[src/rtl/pma_loopback_channel_pkg.sv]
// Shared constants, the loopback configuration record and small helpers
// for the PMA loopback channel.
package pma_loopback_channel_pkg;

  localparam int LPBK_W_DATA    = 32;
  localparam int LPBK_MAX_DELAY = 8;
  localparam int LPBK_W_PERIOD  = 16;
  localparam int LPBK_W_ERRCNT  = 16;

  typedef struct packed {
    logic [$clog2(LPBK_W_DATA)-1:0]      shift;
    logic [$clog2(LPBK_MAX_DELAY+1)-1:0] delay;
    logic [LPBK_W_PERIOD-1:0]            period;
  } lpbk_cfg_t;

  function automatic int clamp_max(input int value, input int limit);
    return (value > limit) ? limit : value;
  endfunction

endpackage

[src/rtl/pma_loopback_channel_delay_line.sv]
// Word delay line: written every cycle, read at a selectable age.
// Age 0 is the input word itself, age k is the word written k cycles ago.
module pma_delay_line #(
  parameter int W_DATA    = 32,
  parameter int MAX_DELAY = 8
) (
  input  logic                           clk,
  input  logic                           reset,
  input  logic [W_DATA-1:0]              din,
  input  logic [$clog2(MAX_DELAY+1)-1:0] age,
  output logic [W_DATA-1:0]              dout
);

  logic [W_DATA-1:0] line_r [MAX_DELAY];
  logic [W_DATA-1:0] taps_s [MAX_DELAY+1];

  // shift register of past words
  always_ff @(posedge clk) begin
    if (reset) begin
      for (int i = 0; i < MAX_DELAY; i++) line_r[i] <= '0;
    end else begin
      line_r[0] <= din;
      for (int i = 1; i < MAX_DELAY; i++) line_r[i] <= line_r[i-1];
    end
  end

  // tap 0 bypasses the line so zero delay adds no latency
  always_comb begin
    taps_s[0] = din;
    for (int i = 1; i <= MAX_DELAY; i++) taps_s[i] = line_r[i-1];
  end

  assign dout = taps_s[age];

endmodule

[src/rtl/pma_loopback_channel.sv]
// PMA loopback channel: tx word -> bit slip -> word delay -> error injection
// -> registered rx word, with a saturating count of corrupted words.
module pma_loopback_channel
  import pma_loopback_channel_pkg::*;
#(
  parameter int W_DATA    = LPBK_W_DATA,
  parameter int MAX_DELAY = LPBK_MAX_DELAY,
  parameter int W_PERIOD  = LPBK_W_PERIOD,
  parameter int W_ERRCNT  = LPBK_W_ERRCNT
) (
  input  logic                           clk,
  input  logic                           reset,
  input  logic [W_DATA-1:0]              i_tx_pma_data,
  output logic [W_DATA-1:0]              o_rx_pma_data,
  input  logic                           i_cfg_load,
  input  logic [$clog2(W_DATA)-1:0]      i_cfg_shift,
  input  logic [$clog2(MAX_DELAY+1)-1:0] i_cfg_delay,
  input  logic [W_PERIOD-1:0]            i_err_period,
  input  logic                           i_err_inject,
  input  logic [$clog2(W_DATA)-1:0]      i_err_bit,
  output logic [W_ERRCNT-1:0]            o_err_count,
  output logic                           o_cfg_busy
);

  localparam int SW = $clog2(W_DATA);
  localparam int DW = $clog2(MAX_DELAY+1);
  localparam int BW = $clog2(MAX_DELAY+3);

  logic [W_DATA-1:0]   cur_r;
  logic [SW-1:0]       shift_r;
  logic [DW-1:0]       delay_r;
  logic [W_PERIOD-1:0] period_r;
  logic [W_PERIOD-1:0] ctr_r;
  logic [SW-1:0]       rot_r;
  logic [BW-1:0]       busy_cnt_r;
  logic [2*W_DATA-1:0] slip_cat_s;
  logic [W_DATA-1:0]   word_s;
  logic [W_DATA-1:0]   delayed_s;
  logic [W_DATA-1:0]   mask_s;
  logic                period_hit_s;

  // slipped word spans the previous and current tx words
  assign slip_cat_s   = {cur_r, i_tx_pma_data} >> shift_r;
  assign word_s       = slip_cat_s[W_DATA-1:0];
  assign period_hit_s = (period_r != '0) && (ctr_r == period_r - W_PERIOD'(1));

  pma_delay_line #(
    .W_DATA    (W_DATA),
    .MAX_DELAY (MAX_DELAY)
  ) u_delay_line (
    .clk   (clk),
    .reset (reset),
    .din   (word_s),
    .age   (delay_r),
    .dout  (delayed_s)
  );

  // configuration registers and busy window
  always_ff @(posedge clk) begin
    if (reset) begin
      shift_r    <= '0;
      delay_r    <= '0;
      period_r   <= '0;
      busy_cnt_r <= '0;
      o_cfg_busy <= 1'b0;
    end else if (i_cfg_load) begin
      shift_r    <= SW'(clamp_max(int'(i_cfg_shift), W_DATA-1));
      delay_r    <= DW'(clamp_max(int'(i_cfg_delay), MAX_DELAY));
      period_r   <= i_err_period;
      busy_cnt_r <= BW'(MAX_DELAY+1);
      o_cfg_busy <= 1'b1;
    end else if (busy_cnt_r != '0) begin
      busy_cnt_r <= busy_cnt_r - BW'(1);
      o_cfg_busy <= 1'b1;
    end else begin
      o_cfg_busy <= 1'b0;
    end
  end

  // periodic injection: interval counter and rotating bit index
  always_ff @(posedge clk) begin
    if (reset) begin
      ctr_r <= '0;
      rot_r <= '0;
    end else if (i_cfg_load) begin
      ctr_r <= '0;
      rot_r <= '0;
    end else if (period_hit_s) begin
      ctr_r <= '0;
      rot_r <= (rot_r == SW'(W_DATA-1)) ? SW'(0) : rot_r + SW'(1);
    end else if (period_r != '0) begin
      ctr_r <= ctr_r + W_PERIOD'(1);
    end else begin
      ctr_r <= ctr_r;
    end
  end

  // one-shot and periodic flips OR together, so a shared bit flips once
  always_comb begin
    mask_s            = '0;
    mask_s[i_err_bit] = i_err_inject;
    mask_s[rot_r]     = mask_s[rot_r] | period_hit_s;
  end

  // history, output word and saturating error counter
  always_ff @(posedge clk) begin
    if (reset) begin
      cur_r         <= '0;
      o_rx_pma_data <= '0;
      o_err_count   <= '0;
    end else begin
      cur_r         <= i_tx_pma_data;
      o_rx_pma_data <= delayed_s ^ mask_s;
      if ((mask_s != '0) && (o_err_count != '1)) begin
        o_err_count <= o_err_count + W_ERRCNT'(1);
      end else begin
        o_err_count <= o_err_count;
      end
    end
  end

endmodule

[config.mk]
export PLATFORM = sky130hd
export DESIGN_NAME = pma_loopback_channel
export DESIGN_NICKNAME = d
export VERILOG_FILES = /design/src/rtl/pma_loopback_channel_pkg.sv /design/src/rtl/pma_loopback_channel_delay_line.sv /design/src/rtl/pma_loopback_channel.sv
export SDC_FILE = /design/constraint.sdc
export NUM_CORES = 1
export LEC_CHECK = 0
export ABC_AREA = 1
export CAP_MARGIN = 20
export CORE_ASPECT_RATIO = 0.9
export CORE_MARGIN = 1.5
export CORE_UTILIZATION = 35
export CTS_CLUSTER_SIZE = 28
export DETAILED_ROUTE_END_ITERATION = 6
export SLEW_MARGIN = 15
export SYNTH_ARGS = -nofsm -noshare
export SYNTH_HDL_FRONTEND = slang
export SYNTH_SLANG_ARGS = --single-unit
[constraint.sdc]
create_clock -name clk -period 6.2 [get_ports clk]
set_input_delay 1.24 -clock clk [delete_from_list [all_inputs] [get_ports clk]]
set_output_delay 1.24 -clock clk [all_outputs]
set_load 0.02 [all_outputs]
==> results.yml, run 1 <==
run_status:
  outcome: "finished clean"
placement:
  dp_hpwl_um: 36800
  pre_cts_slack_ps: 1202
  placed_area_um2: 20730
  io_buffers: 114
  gp_congestion: 0.9318
route:
  ant_nets: 0
  avgRoutedWirePerCell_um: 14.68
  drc: 0
  first_iter_violations: 1623
  vias: 17890
  wl_um: 54240
  dr.pass1.iters: 7
  vias_per_cell: 4.841
layout:
  antennaDiodeCount: 0
  fin_area_um2: 22240
  drive_above_1_share_pct: 4.515
  fin_nets: 3033
  syn_to_final_growth_pct: 15.73
  post-route-util_pct: 40.93
sta:
  finalCritPeriodShare_pct: 71.91
  max_slew.worst_pin.slew_ps: 1008
  setup_ws_ps: 1742
  max_freq_mhz: 224.3
  setup_viol: 0
  hold_violations: 0
  min_period_ps: 4458
  whs_ps: 376.7
  rsz0062_at_grt: "false"
  slew_viol_final: 0
  max-slew-margin-rel_pct: 32.83
  fin_worst_skew_ps: 43.59
  fin_tns_setup_ps: 0
floorplanning:
  coreArea_um2: 54320
  num_rows: 81
  initial_core_util_pct: 35.37
  die_w_um: 250.0
  fp.dieArea_um2: 56310
  num_io_pins: 115
  dieHeight_um: 225.3
grt:
  grt-ovfl-total: 0
  grtUsageTotal_pct: 18.83
  grt_max_degree: 207
  antenna_found_initial: 0
  grt_pass1_wl_um: 85470
  grt_pass1_vias: 15560
min_path:
  hold_path.class: "reg2reg"
worst_setup_path:
  cp_max_fo: 32
  cp_common_cell: "nand2_1"
  required_ps: 6700
  path_class: "in2reg"
  cp-end-kind: "flop"
  cp_slowest_cell: "clkdlybuf4s50_1"
  crit_chain: "clkdlybuf4s50_1 > nor2_1 > nand2_1 > o21ai_0 > nand3_1 > nand2_1 > nand2_1 > nand2_1 > inv_1 > nand2_1 > nor2_4 > nand2_1 > o21ai_1 > nand2_1 > nor2_1 > nand2_1 > nor2_1 > nand2_2 > nand2_4 > nand2_1 > a21oi_1"
  worstPathArrival_ps: 4950
  worst-path-buf-inv: 2
  cpLargestDelayFamily: "simple AND/OR/NAND/NOR gates"
  cp-start-kind: "input pin"
  cp_slowest_stage_delay_ps: 640
synth:
  ys_seq_area_share_pct: 40.22
  synth-seq-cells: 386
  yosysUniqueCellTypes: 41
  syn_nets: 3033
  avgSynthCellArea_um2: 6.500
  synth_warnings: 0
  syn_inst: 2956
  synth_area_um2: 19210
power:
  power_leakage_nw: 9.213
  ir_drop_uv: 200.3
  powerDensity_nw_per_um2: 286.1
cts:
  cts.sinks: 386
  clk_pin_slew_ps: 60
  root_buffer: "clkbuf_16"
  cts_buffers: 42
  clk_path_buf_depth: 3
  h-tree-depth: 2
  cts_resized: 0
  cts_tree: "yes"
  clk_latency_ps: 600
  postCtsSetupBuffers: 0
  hold_buffers: 0
flow_run:
  max_cap_viol_count: 0
stage by stage:
step	std cells	power, mW
after detailed placement	3617	3.732
after CTS	3695	6.416
final	3695	6.362
after global routing	3695	6.661
after floorplan	2956	3.352
after global placement	3616	3.731
power by group:
part / switching (mW) / leakage, nW / total (mW) / internal (mW)
logic: 0.694 / 5.32 / 1.03 / 0.337
registers: 0.0559 / 3.15 / 2.65 / 2.60
clock network: 1.11 / 0.737 / 2.68 / 1.57
cell usage after synthesis, drive strengths merged:
master | number | area [um^2]
inv | 366 | 1374
clkbuf | 139 | 521.8
o22ai | 28 | 175.2
a32o | 1 | 10.01
a211oi | 5 | 37.54
clkinv | 6 | 22.52
nor4 | 6 | 37.54
nor2 | 507 | 1918
o22a | 2 | 17.52
xnor2 | 15 | 131.4
o211ai | 7 | 52.55
o21ai | 322 | 1612
dfxtp | 386 | 7727
a31o | 13 | 113.9
or4 | 1 | 7.510
nand2 | 599 | 2261
a31oi | 28 | 175.2
nor3b | 1 | 7.510
nand4 | 7 | 43.79
or3b | 1 | 8.760
ha | 11 | 137.6
or2 | 7 | 43.79
buf | 40 | 193.9
nand3 | 216 | 1106
a21oi | 163 | 815.8
o21bai | 1 | 7.510
xor2 | 22 | 192.7
nand3b | 3 | 22.52
nor3 | 15 | 75.07
o21a | 2 | 15.01
and3 | 3 | 18.77
mux2i | 33 | 330.3
metal layers:
metal,vias up,wire length [um],GRT usage [%]
li1,9366,-,-
met1,8009,27760,28.03
met2,435,22120,27.24
met3,78,3155,3.777
met4,0,1192,5.239
met5,-,0,0
flip-flops by register name, summed over array words and instances (netlist names):
register,cells
u_delay_line.line_r,256
o_rx_pma_data,32
cur_r,31
ctr_r,16
o_err_count,16
period_r,16
rot_r,5
shift_r,5
busy_cnt_r,4
delay_r,4
o_cfg_busy,1
logic make-up after synthesis:
| family | after synthesis | synth area share, % |
|---|---|---|
| AOI/OAI and AO/OA | 572 | 15.78 |
| xor gates and xnor gates | 37 | 1.687 |
| adders and majority gates | 11 | 0.7163 |
| buffers and inverters | 551 | 10.99 |
| DFF | 386 | 40.22 |
| muxes | 33 | 1.719 |
| and+or+nand+nor | 1366 | 28.89 |
worst paths after layout:
check,cells after the start,to,from,slack (ps)
setup / recovery,21,o_err_count[7],i_err_bit[4],1740
hold / removal,2,u_delay_line.line_r[0][99],u_delay_line.line_r[0][67],380
setup reg to reg,20,o_err_count[7],rot_r[0],2320
hold reg to reg,2,u_delay_line.line_r[0][99],u_delay_line.line_r[0][67],380
area by class of cell:
| cell class | count | area (um^2) |
|---|---|---|
| fill | 5773 | 32090 |
| sequential | 386 | 7736 |
| tap | 705 | 882.1 |
| timing repair buffer | 135 | 1336 |
| inverter | 372 | 1396 |
| clock buffer | 55 | 1170 |
| clock inverter | 23 | 334.1 |
| multi-input combinational | 2019 | 9382 |
tightest hold or removal path, delay by kind of cell, from the launching register on:
kind	cells	cell delay, ps
flip-flops	1	300
AND/OR/NAND/NOR	1	30
buffers and inverters	1	50
layout by cell type (no fill, tap or decap), types with 5 or more instances in the layout:
cell type and n:
nand2_1 596, nor2_1 504, dfxtp_1 383, inv_1 359, o21ai_0 321, nand3_1 211
a21oi_1 163, clkdlybuf4s50_1 113, clkbuf_16 42, mux2i_1 33, o22ai_1 28, a31oi_1 28
xor2_1 22, buf_4 18, xnor2_1 15, nor3_1 15, a31o_2 13, ha_1 11
clkinv_2 9, clkinv_1 7, nand4_1 7, or2_2 7, o211ai_1 7, clkbuf_8 7
inv_2 6, nor4_1 6, clkbuf_1 6, nand3_2 5, a211oi_1 5, bufinv_16 5
(Power assumes the default switching activity.)
==> run 2: changes to the inputs <==
==> constraint.sdc (replaced) <==
create_clock -name clk -period 4.32 [get_ports clk]
set_input_delay 0.864 -clock clk [delete_from_list [all_inputs] [get_ports clk]]
set_output_delay 0.864 -clock clk [all_outputs]
set_load 0.02 [all_outputs]
==> run 2 against run 1 <==
Worst setup slack lost 1100 ps. Wire length is essentially flat. Sequential share of layout area grew 0.19 points. Die area is the same. Sequential cell count is the same. Critical path depth is the same. First-iteration DRC count shrank 5.5%. Core utilization shrank 0.22 points. Design area shrank 0.55%.
==> results.yml, run 2 (synthesized netlist as in run 1, its figures left out) <==
worst_setup_path:
  path_class: "reg2reg"
  r2r_end: "o_err_count[0]"
  worstPathArrival_ps: 4070
  required_ps: 4740
  crit_path_end: "o_err_count[0]"
  cp_slowest_cell: "nand2_1"
  cp-start-kind: "flop"
  cpLargestDelayFamily: "simple AND/OR/NAND/NOR gates"
  cp-end-kind: "flop"
  cp_common_cell: "nand2_1"
  crit_chain: "inv_1 > ha_1 > nand2_1 > nor2_1 > nand2_1 > xor2_1 > nor2_1 > nand2_1 > nor2_1 > nand2_1 > buf_4 > nand3_1 > nand2_1 > nand2_1 > nor2_1 > nand2_1 > nor2_1 > nand2_2 > buf_4 > nand3_1 > a21oi_1"
  crit_cells: 21
  rr_startpoint: "period_r[0]"
  ff2ff_setup_slack_ps: 670
  critical_path.startpoint: "period_r[0]"
  worst-path-buf-inv: 3
  cp_max_fo: 19
  worst-r2r-cell-count: 21
  cp_slowest_stage_delay_ps: 520
placement:
  dp_hpwl_um: 37290
  io_buffers: 114
  pre_cts_slack_ps: 221.4
  gp_congestion: 0.9334
layout:
  final-seq-area_um2: 7736
  largest_reg_flops: 256
  multi_input_area_um2: 9382
  post-route-util_pct: 40.71
  fill_cells: 5776
  layout_common_cells: "nand2_1 (596), nor2_1 (504), dfxtp_1 (383)"
  drive_above_1_share_pct: 4.638
  fin_nets: 3045
  reg.largest.list: "u_delay_line.line_r: 256 flops, o_rx_pma_data: 32 flops, cur_r: 31 flops"
  layout_commonest_cell: "nand2_1"
  largest-register: "u_delay_line.line_r"
  syn_to_final_growth_pct: 15.10
cts:
  cts_resized: 0
  cts.sinks: 386
  clk_path_buf_depth: 3
  root_buffer: "clkbuf_16"
  h-tree-depth: 2
  cts_buffers: 41
  postCtsSetupBuffers: 0
  clk_pin_slew_ps: 60
  hold_buffers: 0
  cts_tree: "yes"
  clk_latency_ps: 570
grt:
  grt_max_degree: 185
  grtUsageTotal_pct: 18.94
  grt_pass1_wl_um: 86490
  grt-ovfl-total: 0
  grt_pass1_vias: 15830
  antenna_found_initial: 2
power:
  power_mw: 8.694
  powerDensity_nw_per_um2: 393.1
  ir_drop_uv: 275.6
  power_leakage_nw: 9.164
sta:
  rsz0062_at_grt: "false"
  slew_viol_final: 0
  fin_tns_setup_ps: 0
  max_freq_mhz: 274.0
  hold_violations: 0
  max_slew.worst_pin.slew_ps: 1003
  setup_viol: 0
  finalCritPeriodShare_pct: 84.49
  fin_worst_skew_ps: 20.60
  max-slew-margin-rel_pct: 32.95
  min_period_ps: 3650
  setup_ws_ps: 670.1
run_status:
  outcome: "finished clean"
floorplanning:
  num_io_pins: 115
  fp.dieArea_um2: 56310
  dieHeight_um: 225.3
  coreArea_um2: 54320
  num_rows: 81
  initial_core_util_pct: 35.37
  die_w_um: 250.0
flow_run:
  max_cap_viol_count: 0
route:
  wl_um: 54260
  dr.pass1.iters: 5
  drc: 0
  avgRoutedWirePerCell_um: 14.65
  ant_nets: 0
  vias_per_cell: 4.824
  first_iter_violations: 1533
  vias: 17860
min_path:
  hold_path.class: "reg2reg"
## run 2: per-layer routing
layer,up-vias,GRT usage (%),wire length [um]
met5,-,0,0
met2,411,27.95,22130
met3,70,3.222,2978
met4,0,4.399,1021
met1,7979,28.44,28120
li1,9402,-,-
## run 2: layout make-up
cell class | count | share of cell area (%)
multi-input combinational | 2019 | 42.42
clock buffer | 56 | 5.120
timing repair buffer | 148 | 6.506
clock inverter | 16 | 0.6563
antenna | 1 | 0.01132
inverter | 372 | 6.314
sequential | 386 | 34.98
tap | 705 | 3.989
## run 2: worst min path at each step
stage                                from                         end  slack (ps)  cells past startpoint
2_1_floorplan  u_delay_line.line_r[1][32]  u_delay_line.line_r[1][64]         400                      2
3_3_place_gp   u_delay_line.line_r[1][35]  u_delay_line.line_r[1][67]         400                      2
3_5_place_dp   u_delay_line.line_r[1][48]  u_delay_line.line_r[1][80]         410                      2
4_1_cts        u_delay_line.line_r[1][59]  u_delay_line.line_r[1][91]         390                      2
5_1_grt        u_delay_line.line_r[0][55]  u_delay_line.line_r[0][87]         420                      2
6_report       u_delay_line.line_r[1][59]  u_delay_line.line_r[1][91]         400                      2
## run 2: power by group
part,switching [mW],internal [mW]
registers,0.0900,3.73
clock network,1.52,1.86
logic,0.994,0.492
## run 2: per-stage QoR
stage                     std cells  hold WS, ps  area, um^2
after global routing           3702        422.0       22110
after global placement         3630        404.2       20840
final                          3703        399.1       22120
after floorplan                2956        399.4       19210
after detailed placement       3630        406.8       20840
after CTS                      3702        394.6       22110
## run 2: tightest hold or removal path, cell delays in order, from the launching register on
cell     delay (ps)
dfxtp_1         300
inv_1            40
nor2_1           30
